File: config.mk
export PLATFORM = sky130hd
export DESIGN_NAME = ifft3_stream_flat
export DESIGN_NICKNAME = d
export VERILOG_FILES = /design/src/rtl/ifft3_stream_if.sv /design/src/rtl/ifft3_stream.sv /design/src/flat_wrapper.sv
export SDC_FILE = /design/constraint.sdc
export NUM_CORES = 1
export LEC_CHECK = 0
export BUFFER_PORTS_ARGS = -buffer_cell sky130_fd_sc_hd__buf_2
export CORE_MARGIN = 2
export CORE_UTILIZATION = 34
export DETAILED_ROUTE_END_ITERATION = 10
export GPL_TIMING_DRIVEN = 0
export HOLD_SLACK_MARGIN = 0.06
export PLACE_DENSITY = 0.46
export SLEW_MARGIN = 25
export SYNTH_ARGS = -nofsm -noshare
export SYNTH_HDL_FRONTEND = slang
export SYNTH_SLANG_ARGS = --single-unit
File: constraint.sdc
create_clock -name clk -period 17.7 [get_ports clk]
set_input_delay 1.77 -clock clk [delete_from_list [all_inputs] [get_ports clk]]
set_output_delay 1.77 -clock clk [all_outputs]
set_load 0.03 [all_outputs]
File: src/rtl/ifft3_stream_if.sv
// Valid/ready stream bundle for the radix-3 inverse butterfly: frequency-domain
// samples in, time-domain samples out. The slave side is the butterfly itself.
interface ifft3_stream_if #(
  parameter int W = 16
);
  logic                  in_valid;
  logic                  in_ready;
  logic signed [W-1:0]   in_re;
  logic signed [W-1:0]   in_img;
  logic                  out_valid;
  logic                  out_ready;
  logic signed [W+1:0]   out_re;
  logic signed [W+1:0]   out_img;
  logic                  out_last;

  modport slave (
    input  in_valid,
    input  in_re,
    input  in_img,
    output in_ready,
    output out_valid,
    output out_re,
    output out_img,
    output out_last,
    input  out_ready
  );

  modport master (
    output in_valid,
    output in_re,
    output in_img,
    input  in_ready,
    input  out_valid,
    input  out_re,
    input  out_img,
    input  out_last,
    output out_ready
  );
endinterface

File: src/rtl/ifft3_stream.sv
// Streaming 3-point inverse DFT: collects X0..X2, emits unscaled x0..x2 serially.
// Define IFFT3_ROUND_EN to round the sqrt(3)/2 products half-up instead of flooring them.
module ifft3_stream #(
  parameter int          W         = 16,
  parameter int unsigned C_SQRT3_2 = 28378
) (
  input logic           clk,
  input logic           rst_n,
  ifft3_stream_if.slave bus
);

  localparam int OW = W + 2;
  localparam int PW = W + 17;

`ifdef IFFT3_ROUND_EN
  localparam logic signed [PW-1:0] RND = PW'(16384);
`else
  localparam logic signed [PW-1:0] RND = '0;
`endif

  // Stage A: collector
  logic signed [W-1:0]  a_re_reg [3];
  logic signed [W-1:0]  a_im_reg [3];
  logic [1:0]           a_idx_reg, a_idx_next;
  logic                 a_full_reg, a_full_next;
  logic [2:0]           a_we;

  // Stage B: result buffer
  logic signed [OW-1:0] b_re_reg [3];
  logic signed [OW-1:0] b_im_reg [3];
  logic                 b_full_reg, b_full_next;
  logic [1:0]           out_cnt_reg, out_cnt_next;

  // Handshake and transfer control
  logic                 in_ready_int;
  logic                 in_fire;
  logic                 out_fire;
  logic                 out_wrap;
  logic                 transfer;

  // Butterfly datapath
  logic signed [W:0]    s_re, s_im, d_re, d_im, h_re, h_im;
  logic signed [PW-1:0] c_ext, m_re, m_im;
  logic signed [OW-1:0] p_re, p_im, t_re, t_im;
  logic signed [OW-1:0] r_re [3];
  logic signed [OW-1:0] r_im [3];

  assign out_fire     = b_full_reg && bus.out_ready;
  assign out_wrap     = out_fire && (out_cnt_reg == 2'd2);
  // B can take a new frame when empty or when its last sample leaves this cycle.
  assign transfer     = a_full_reg && (!b_full_reg || out_wrap);
  assign in_ready_int = !a_full_reg || transfer;
  assign in_fire      = bus.in_valid && in_ready_int;
  assign bus.in_ready = in_ready_int;

  genvar gi;
  generate
    for (gi = 0; gi < 3; gi++) begin : g_a_we
      assign a_we[gi] = in_fire && (a_idx_reg == 2'(gi));
    end
  endgenerate

  always_ff @(posedge clk or negedge rst_n) begin
    if (!rst_n) begin
      for (int i = 0; i < 3; i++) begin
        a_re_reg[i] <= '0;
        a_im_reg[i] <= '0;
      end
    end else begin
      for (int i = 0; i < 3; i++) begin
        if (a_we[i]) begin
          a_re_reg[i] <= bus.in_re;
          a_im_reg[i] <= bus.in_img;
        end
      end
    end
  end

  assign c_ext = PW'(C_SQRT3_2);

  always_comb begin
    s_re = (W+1)'(a_re_reg[1]) + (W+1)'(a_re_reg[2]);
    s_im = (W+1)'(a_im_reg[1]) + (W+1)'(a_im_reg[2]);
    d_re = (W+1)'(a_re_reg[1]) - (W+1)'(a_re_reg[2]);
    d_im = (W+1)'(a_im_reg[1]) - (W+1)'(a_im_reg[2]);
    h_re = s_re >>> 1;
    h_im = s_im >>> 1;
    m_re = PW'(d_re) * c_ext;
    m_im = PW'(d_im) * c_ext;
    p_re = OW'((m_re + RND) >>> 15);
    p_im = OW'((m_im + RND) >>> 15);
    // X0 - S/2 is common to x1 and x2; only the sign of the rotated difference differs.
    t_re = OW'(a_re_reg[0]) - OW'(h_re);
    t_im = OW'(a_im_reg[0]) - OW'(h_im);
    r_re[0] = OW'(a_re_reg[0]) + OW'(s_re);
    r_im[0] = OW'(a_im_reg[0]) + OW'(s_im);
    r_re[1] = t_re - p_im;
    r_im[1] = t_im + p_re;
    r_re[2] = t_re + p_im;
    r_im[2] = t_im - p_re;
  end

  always_ff @(posedge clk or negedge rst_n) begin
    if (!rst_n) begin
      for (int i = 0; i < 3; i++) begin
        b_re_reg[i] <= '0;
        b_im_reg[i] <= '0;
      end
    end else if (transfer) begin
      for (int i = 0; i < 3; i++) begin
        b_re_reg[i] <= r_re[i];
        b_im_reg[i] <= r_im[i];
      end
    end
  end

  always_comb begin
    a_idx_next   = a_idx_reg;
    a_full_next  = a_full_reg;
    b_full_next  = b_full_reg;
    out_cnt_next = out_cnt_reg;
    if (transfer) begin
      a_full_next = 1'b0;
    end
    if (in_fire) begin
      if (a_idx_reg == 2'd2) begin
        a_idx_next  = 2'd0;
        a_full_next = 1'b1;
      end else begin
        a_idx_next = a_idx_reg + 2'd1;
      end
    end
    if (out_fire) begin
      out_cnt_next = out_wrap ? 2'd0 : out_cnt_reg + 2'd1;
    end
    if (out_wrap) begin
      b_full_next = 1'b0;
    end
    if (transfer) begin
      b_full_next = 1'b1;
    end
  end

  always_ff @(posedge clk or negedge rst_n) begin
    if (!rst_n) begin
      a_idx_reg   <= 2'd0;
      a_full_reg  <= 1'b0;
      b_full_reg  <= 1'b0;
      out_cnt_reg <= 2'd0;
    end else begin
      a_idx_reg   <= a_idx_next;
      a_full_reg  <= a_full_next;
      b_full_reg  <= b_full_next;
      out_cnt_reg <= out_cnt_next;
    end
  end

  always_comb begin
    bus.out_re  = b_re_reg[2];
    bus.out_img = b_im_reg[2];
    case (out_cnt_reg)
      2'd0: begin
        bus.out_re  = b_re_reg[0];
        bus.out_img = b_im_reg[0];
      end
      2'd1: begin
        bus.out_re  = b_re_reg[1];
        bus.out_img = b_im_reg[1];
      end
      default: begin
        bus.out_re  = b_re_reg[2];
        bus.out_img = b_im_reg[2];
      end
    endcase
  end

  assign bus.out_valid = b_full_reg;
  assign bus.out_last  = b_full_reg && (out_cnt_reg == 2'd2);

endmodule
File: src/flat_wrapper.sv
// flat-port wrapper written by rule: the top's interface ports become plain ports
module ifft3_stream_flat 
#(
  parameter int          W         = 16,
  parameter int unsigned C_SQRT3_2 = 28378
)
  (clk, rst_n, bus_in_valid, bus_in_re, bus_in_img, bus_in_ready, bus_out_valid, bus_out_re, bus_out_img, bus_out_last, bus_out_ready);
  ifft3_stream_if #(.W(W)) bus_i ();
  input logic clk;
  input logic rst_n;
  input wire logic [$bits(bus_i.in_valid)-1:0] bus_in_valid;
  input wire logic [$bits(bus_i.in_re)-1:0] bus_in_re;
  input wire logic [$bits(bus_i.in_img)-1:0] bus_in_img;
  output wire logic [$bits(bus_i.in_ready)-1:0] bus_in_ready;
  output wire logic [$bits(bus_i.out_valid)-1:0] bus_out_valid;
  output wire logic [$bits(bus_i.out_re)-1:0] bus_out_re;
  output wire logic [$bits(bus_i.out_img)-1:0] bus_out_img;
  output wire logic [$bits(bus_i.out_last)-1:0] bus_out_last;
  input wire logic [$bits(bus_i.out_ready)-1:0] bus_out_ready;
  assign bus_i.in_valid = bus_in_valid;
  assign bus_i.in_re = bus_in_re;
  assign bus_i.in_img = bus_in_img;
  assign bus_in_ready = bus_i.in_ready;
  assign bus_out_valid = bus_i.out_valid;
  assign bus_out_re = bus_i.out_re;
  assign bus_out_img = bus_i.out_img;
  assign bus_out_last = bus_i.out_last;
  assign bus_i.out_ready = bus_out_ready;
  ifft3_stream #(.W(W), .C_SQRT3_2(C_SQRT3_2)) u_core (.clk(clk), .rst_n(rst_n), .bus(bus_i));
endmodule
==> results of run 1 <==
metal layers:
layer	vias to the layer above	routed length [um]	share of wire, %	GRT usage (%)
li1	10300	-	-	-
met1	10400	39400	48	26.9
met2	285	38400	47	33.5
met3	91	2610	3.2	2.10
met4	18	1450	1.8	3.47
met5	-	109	0.13	0
worst register-to-register path: cells and delay by family, from the launching register on:
kind            cells  cell delay [ns]
compound gates     14             3.97
xor+xnor            2             0.94
fa+ha+maj           9             3.70
buf+inv             7             0.80
flops               1             0.46
mux                 1             0.10
simple gates        9             1.46
Yosys cell counts (all sizes together) (57+ instances only):
| master | count | area (um^2) |
|---|---|---|
| nor2 | 130 | 488 |
| a21o | 57 | 428 |
| inv | 581 | 2180 |
| a21oi | 130 | 662 |
| xor2 | 75 | 657 |
| fa | 235 | 4700 |
| xnor2 | 168 | 1470 |
| o21ai | 181 | 910 |
| nand2 | 229 | 860 |
| mux2 | 98 | 1100 |
| clkbuf | 64 | 240 |
| dfrtp | 208 | 5200 |
| ha | 431 | 5390 |
per-stage QoR:
step	setup slack, ns	std cells	instance area [um^2]
floorplan	8.28	3075	27900
global placement	6.19	4209	29600
detailed placement	6.25	4212	29700
CTS	6.18	4263	30600
global route	5.24	4263	30600
finish	6.20	4263	30600
logic make-up (layout without fill, tap and decap cells):
family	after synthesis	in the layout	synth area share, %
multiplexers	138	138	5.40
AND/OR/NAND/NOR	590	590	9.88
AO/OA/AOI/OAI	570	570	13.2
buffers and inverters	656	784	8.83
adder cells (fa/ha/maj)	669	669	36.3
flip-flops	208	208	18.7
XOR/XNOR	244	244	7.72
path summary, 6_finish.rpt:
path / from / end / slack (ns)
worst max-delay path: u_core.a_re_reg[1] / u_core.b_im_reg[17] / 6.20
worst min-delay path: u_core.b_im_reg[19] / u_core.b_im_reg[19] / 0.48
worst max register to register: u_core.a_re_reg[1] / u_core.b_im_reg[17] / 6.20
worst min register to register: u_core.b_im_reg[19] / u_core.b_im_reg[19] / 0.48
max in group asynchronous: rst_n / u_core.b_im_reg[5] / 15.75
min in group asynchronous: rst_n / u_core.b_re_reg[3] / 1.14
cell type report:
cell class                      count  area, um^2
Multi-Input combinational cell   2211       20200
Sequential cell                   208        5200
Inverter                          583        2190
Clock buffer                       33         749
Tap cell                         1060        1330
Fill cell                        8207       50200
Buffer                             73         274
Clock inverter                     18         218
Timing Repair Buffer               77         450
==> run_results.csv, run 1 <==
group,metric,value,unit
setup_path,critPathKind,"reg2reg",
clock_tree,cts_inserted_buffers,28,
setup_path,worst-path-stages,42,
sta,tightest_slew,1.04,ns
clock_tree,cts_sinks,208,
finish,finish.utilization,37.9,%
run,cap_violations,0,
setup_path,cp-end-kind,"flip-flop",
grt,grt_pass1_vias,22100,
drt,wl_per_cell,19.2,um
clock_tree,cts_root_buffer,"clkbuf_16",
sta,min_period,11.50,ns
finish,insertedDiodeCount,0,
sta,drv_slew,0,
finish,layout_common_cells,"578 x inv_1, 431 x ha_1, 235 x fa_1, 229 x nand2_1, 208 x dfrtp_1",
clock_tree,clk_pin_slew,0.06,ns
clock_tree,clkLatencyLatePin,0.57,ns
synth,synth_top_flop_cell,"dfrtp_1",
sta,fin_tns_setup,0,ns
placed_design,gp_congestion,0.874,
setup_path,cp-start-kind,"flip-flop",
floorplan,placementRows,104,
placed_design,dp_hpwl,70.6,mm
finish,fin_nets,3884,
floorplan,dieArea,84300,um^2
sta,slew_headroom,30.7,%
grt,antenna_found_initial,11,
finish,syn2layout_area_growth,9.88,%
sta,clock.fmax,0.0870,GHz
floorplan,io_pins,75,
clock_tree,clockBufferDepth,3,
setup_path,cp_slowest_cell,"a2111oi_0",
grt,grt_max_degree,80,
drt,drc,0,
setup_path,path_buf_inv,7,
sta,hold_viol,0,
setup_path,critPathRequiredTime,18.20,ns
grt,grt-ovfl-total,0,
finish,layout_commonest_cell,"inv_1",
min_path,hp-class,"reg2reg",
drt,drtAntennaViolNets,0,
clock_tree,cts-htree-levels,1,
grt,grt_pass1_wl,128,mm
synth,seq_area_frac_synth,18.7,%
setup_path,crit_path_max_incr_delay,0.65,ns
drt,drt_first_pass_iters,5,
synth,yosys_warnings,0,
sta,fin_skew,0.0175,ns
synth,synthesis.nets,3777,
outcome,status,"finished clean",
clock_tree,cts_setup_buffers,0,
clock_tree,cts_tree,"built",
grt,grt_usage,19.6,%
setup_path,reg2reg_depth,42,
synth,syn_avg_cell_area,9.06,um^2
drt,wl,82.0,mm
floorplan,core,80800,um^2
finish,drive_above_1_share,7.96,%
setup_path,arrival,12.00,ns
setup_path,cp_max_fo,8,
sta,finalCritPeriodShare,64.9,%
clock_tree,ctsResizeCount,0,
synth,synth_cells,3075,
setup_path,crit_family,"compound AO/OA/AOI/OAI gates",
floorplan,start_util,34.5,%
drt,via_per_inst,4.95,
sta,finalSetupViolCount,0,
synth,syn_area,27900,um^2
placed_design,port_buffers,74,
drt,dr.first_iter.drc_count,811,
clock_tree,cts_hold_buffers,0,
drt,num_vias,21100,
floorplan,die_y,290,um
min_path,min_path_cells,2,
synth,synth_seq_cells,208,
sta,rsz0062_at_grt,"false",
synth,post_synth_num_cell_types,83,
synth,async_flop_share,100,%
sta,holdWs,0.479,ns
synth,synth-edff-count,0,
floorplan,fp.dieW,290,um
Power of run 1 is left out: the tool's default activity adds up to more than one toggle a clock period on the data nets, which glitch-free logic cannot reach.
==> inputs of run 2 (changes only) <==
--- a/config.mk
+++ b/config.mk
@@ -11,7 +11,7 @@
 export DETAILED_ROUTE_END_ITERATION = 10
 export GPL_TIMING_DRIVEN = 0
 export HOLD_SLACK_MARGIN = 0.06
-export PLACE_DENSITY = 0.46
+export PLACE_DENSITY = 0.47
 export SLEW_MARGIN = 25
 export SYNTH_ARGS = -nofsm -noshare
 export SYNTH_HDL_FRONTEND = slang
==> constraint.sdc (replaced) <==
create_clock -name clk -period 10.2 [get_ports clk]
set_input_delay 1.02 -clock clk [delete_from_list [all_inputs] [get_ports clk]]
set_output_delay 1.02 -clock clk [all_outputs]
set_load 0.03 [all_outputs]
==> run 2 against run 1 <==
Against the previous run:
- cell count rose by 0.45%
- core utilization rose by 1.1 points
- clock skew rose by 0.0027 ns
- first-iteration DRC count rose by 26%
- via count fell by 2.0%
==> run_results.csv, run 2 (synthesis results as in run 1) <==
group,metric,value,unit
drt,via_per_inst,4.83,
clock_tree,clockBufferDepth,3,
setup_path,cp_max_fo,5,
finish,layout_common_cells,"576 x inv_1, 414 x ha_1, 235 x fa_1, 229 x nand2_1, 206 x dfrtp_1",
grt,grt_usage,19.2,%
grt,antenna_found_initial,4,
outcome,status,"finished clean",
setup_path,crit_path_max_incr_delay,0.54,ns
floorplan,placementRows,104,
clock_tree,clk_pin_slew,0.06,ns
grt,grt_pass1_vias,21200,
setup_path,critPathKind,"reg2reg",
clock_tree,cts_tree,"built",
drt,wl,80.3,mm
setup_path,cp-start-kind,"flip-flop",
finish,layout_commonest_cell,"inv_1",
floorplan,core,80800,um^2
finish,drive_above_1_share,11.9,%
clock_tree,cts_hold_buffers,0,
clock_tree,cts_root_buffer,"clkbuf_16",
setup_path,crit_path_frequent_cell,"fa_1",
drt,wl_per_cell,18.8,um
setup_path,cp-end-kind,"flip-flop",
placed_design,dpl.cell_count,4212,
placed_design,dp_hpwl,68.5,mm
grt,grt_max_degree,77,
floorplan,io_pins,75,
setup_path,reg2reg_depth,41,
clock_tree,clkLatencyLatePin,0.59,ns
drt,drt_first_pass_iters,5,
sta,finalCritPeriodShare,95.7,%
finish,instances_no_fill,4282,
sta,fin_skew,0.0202,ns
setup_path,arrival,10.20,ns
finish,fin_area,31500,um^2
sta,clock.fmax,0.102,GHz
drt,drc,0,
placed_design,placed_cell_area,29600,um^2
sta,min_period,9.76,ns
grt,grt-ovfl-total,0,
floorplan,start_util,34.5,%
placed_design,gp_congestion,0.868,
drt,drtAntennaViolNets,0,
finish,syn2layout_area_growth,13.0,%
finish,multiInputGateArea,20900,um^2
setup_path,cp_slowest_cell,"fa_1",
run,cap_violations,0,
sta,finalSetupViolCount,0,
finish,fill_cells,8290,
setup_path,critPathRequiredTime,10.64,ns
sta,hold_viol,0,
placed_design,port_buffers,74,
sta,slew_headroom,35.6,%
sta,fin_tns_setup,0,ns
clock_tree,cts_inserted_buffers,28,
grt,grt_pass1_wl,125,mm
floorplan,dieArea,84300,um^2
floorplan,fp.dieW,290,um
floorplan,die_y,290,um
finish,seq_area,5210,um^2
sta,drv_slew,0,
drt,num_vias,20700,
clock_tree,cts-htree-levels,1,
sta,tightest_slew,0.966,ns
finish,fin_nets,3901,
clock_tree,cts_sinks,208,
drt,dr.first_iter.drc_count,1025,
min_path,hp-class,"in2async",
==> run 2: changes by cell type in the layout (fill, tap and decap cells not counted), sizes merged <==
cell      previous run  this run
buf                 86       114
clkbuf              97        84
clkinvlp             2         6
diode                0         1
inv                582       581
==> run 2: final cells by class <==
class	count	share of cell area (%)
antenna	1	0.00794
buffer	62	0.743
clock buffer	31	2.32
clock inverter	21	0.818
inverter	583	6.96
multi-input combinational	2211	66.3
sequential	208	16.5
tap	1060	4.21
timing repair buffer	105	2.08
==> run 2: timing repair <==
action | 4_1_cts | 5_1_grt
gates resized for setup | 40 | 94
pin swaps | 8 | 24
setup buffers | 7 | 21
endpoints found under the setup margin | 40 | 30
==> run 2: layer usage <==
layer  routed length (um)  up-vias  track usage [%]  share of wire (%)
met1                39800     9950             27.6                 50
met4                 1350        4             3.30                1.7
met3                 2850       70             2.15                3.6
li1                     -    10400                -                  -
met5                   26        -                0              0.032
met2                36300      255             31.3                 45
==> run 2: metrics by stage <==
| stage | utilization [%] | setup slack (ns) | hold slack (ns) |
|---|---|---|---|
| after floorplan | - | 0.782 | 0.438 |
| after global placement | 36.6 | -1.38 | 0.458 |
| after detailed placement | 36.7 | -1.17 | 0.459 |
| after CTS | 38.2 | 0.0225 | 0.401 |
| after global routing | 39.0 | -0.0314 | 0.423 |
| final | 39.0 | 0.442 | 0.397 |
==> run 2: final timing paths <==
check / startpoint / endpoint / slack, ns
hold / removal: rst_n / u_core.b_re_reg[2] / 0.40
min in group clk: u_core.b_re_reg[36] / u_core.b_re_reg[36] / 0.47
max in group asynchronous: rst_n / u_core.b_im_reg[7] / 8.97
setup reg to reg: u_core.a_im_reg[0] / u_core.b_re_reg[35] / 0.44
hold reg to reg: u_core.b_re_reg[36] / u_core.b_re_reg[36] / 0.47
setup / recovery: u_core.a_im_reg[0] / u_core.b_re_reg[35] / 0.44
==> run 2: worst max-delay path, delay by kind of cell (launching register included) <==
kind	cells	cell delay [ns]
xor gates and xnor gates	3	0.48
AOI/OAI and AO/OA	19	3.67
and+or+nand+nor	4	0.43
buffers and inverters	5	0.44
adders and majority gates	10	4.17
DFF	1	0.39
Power of run 2 is left out for the same reason.
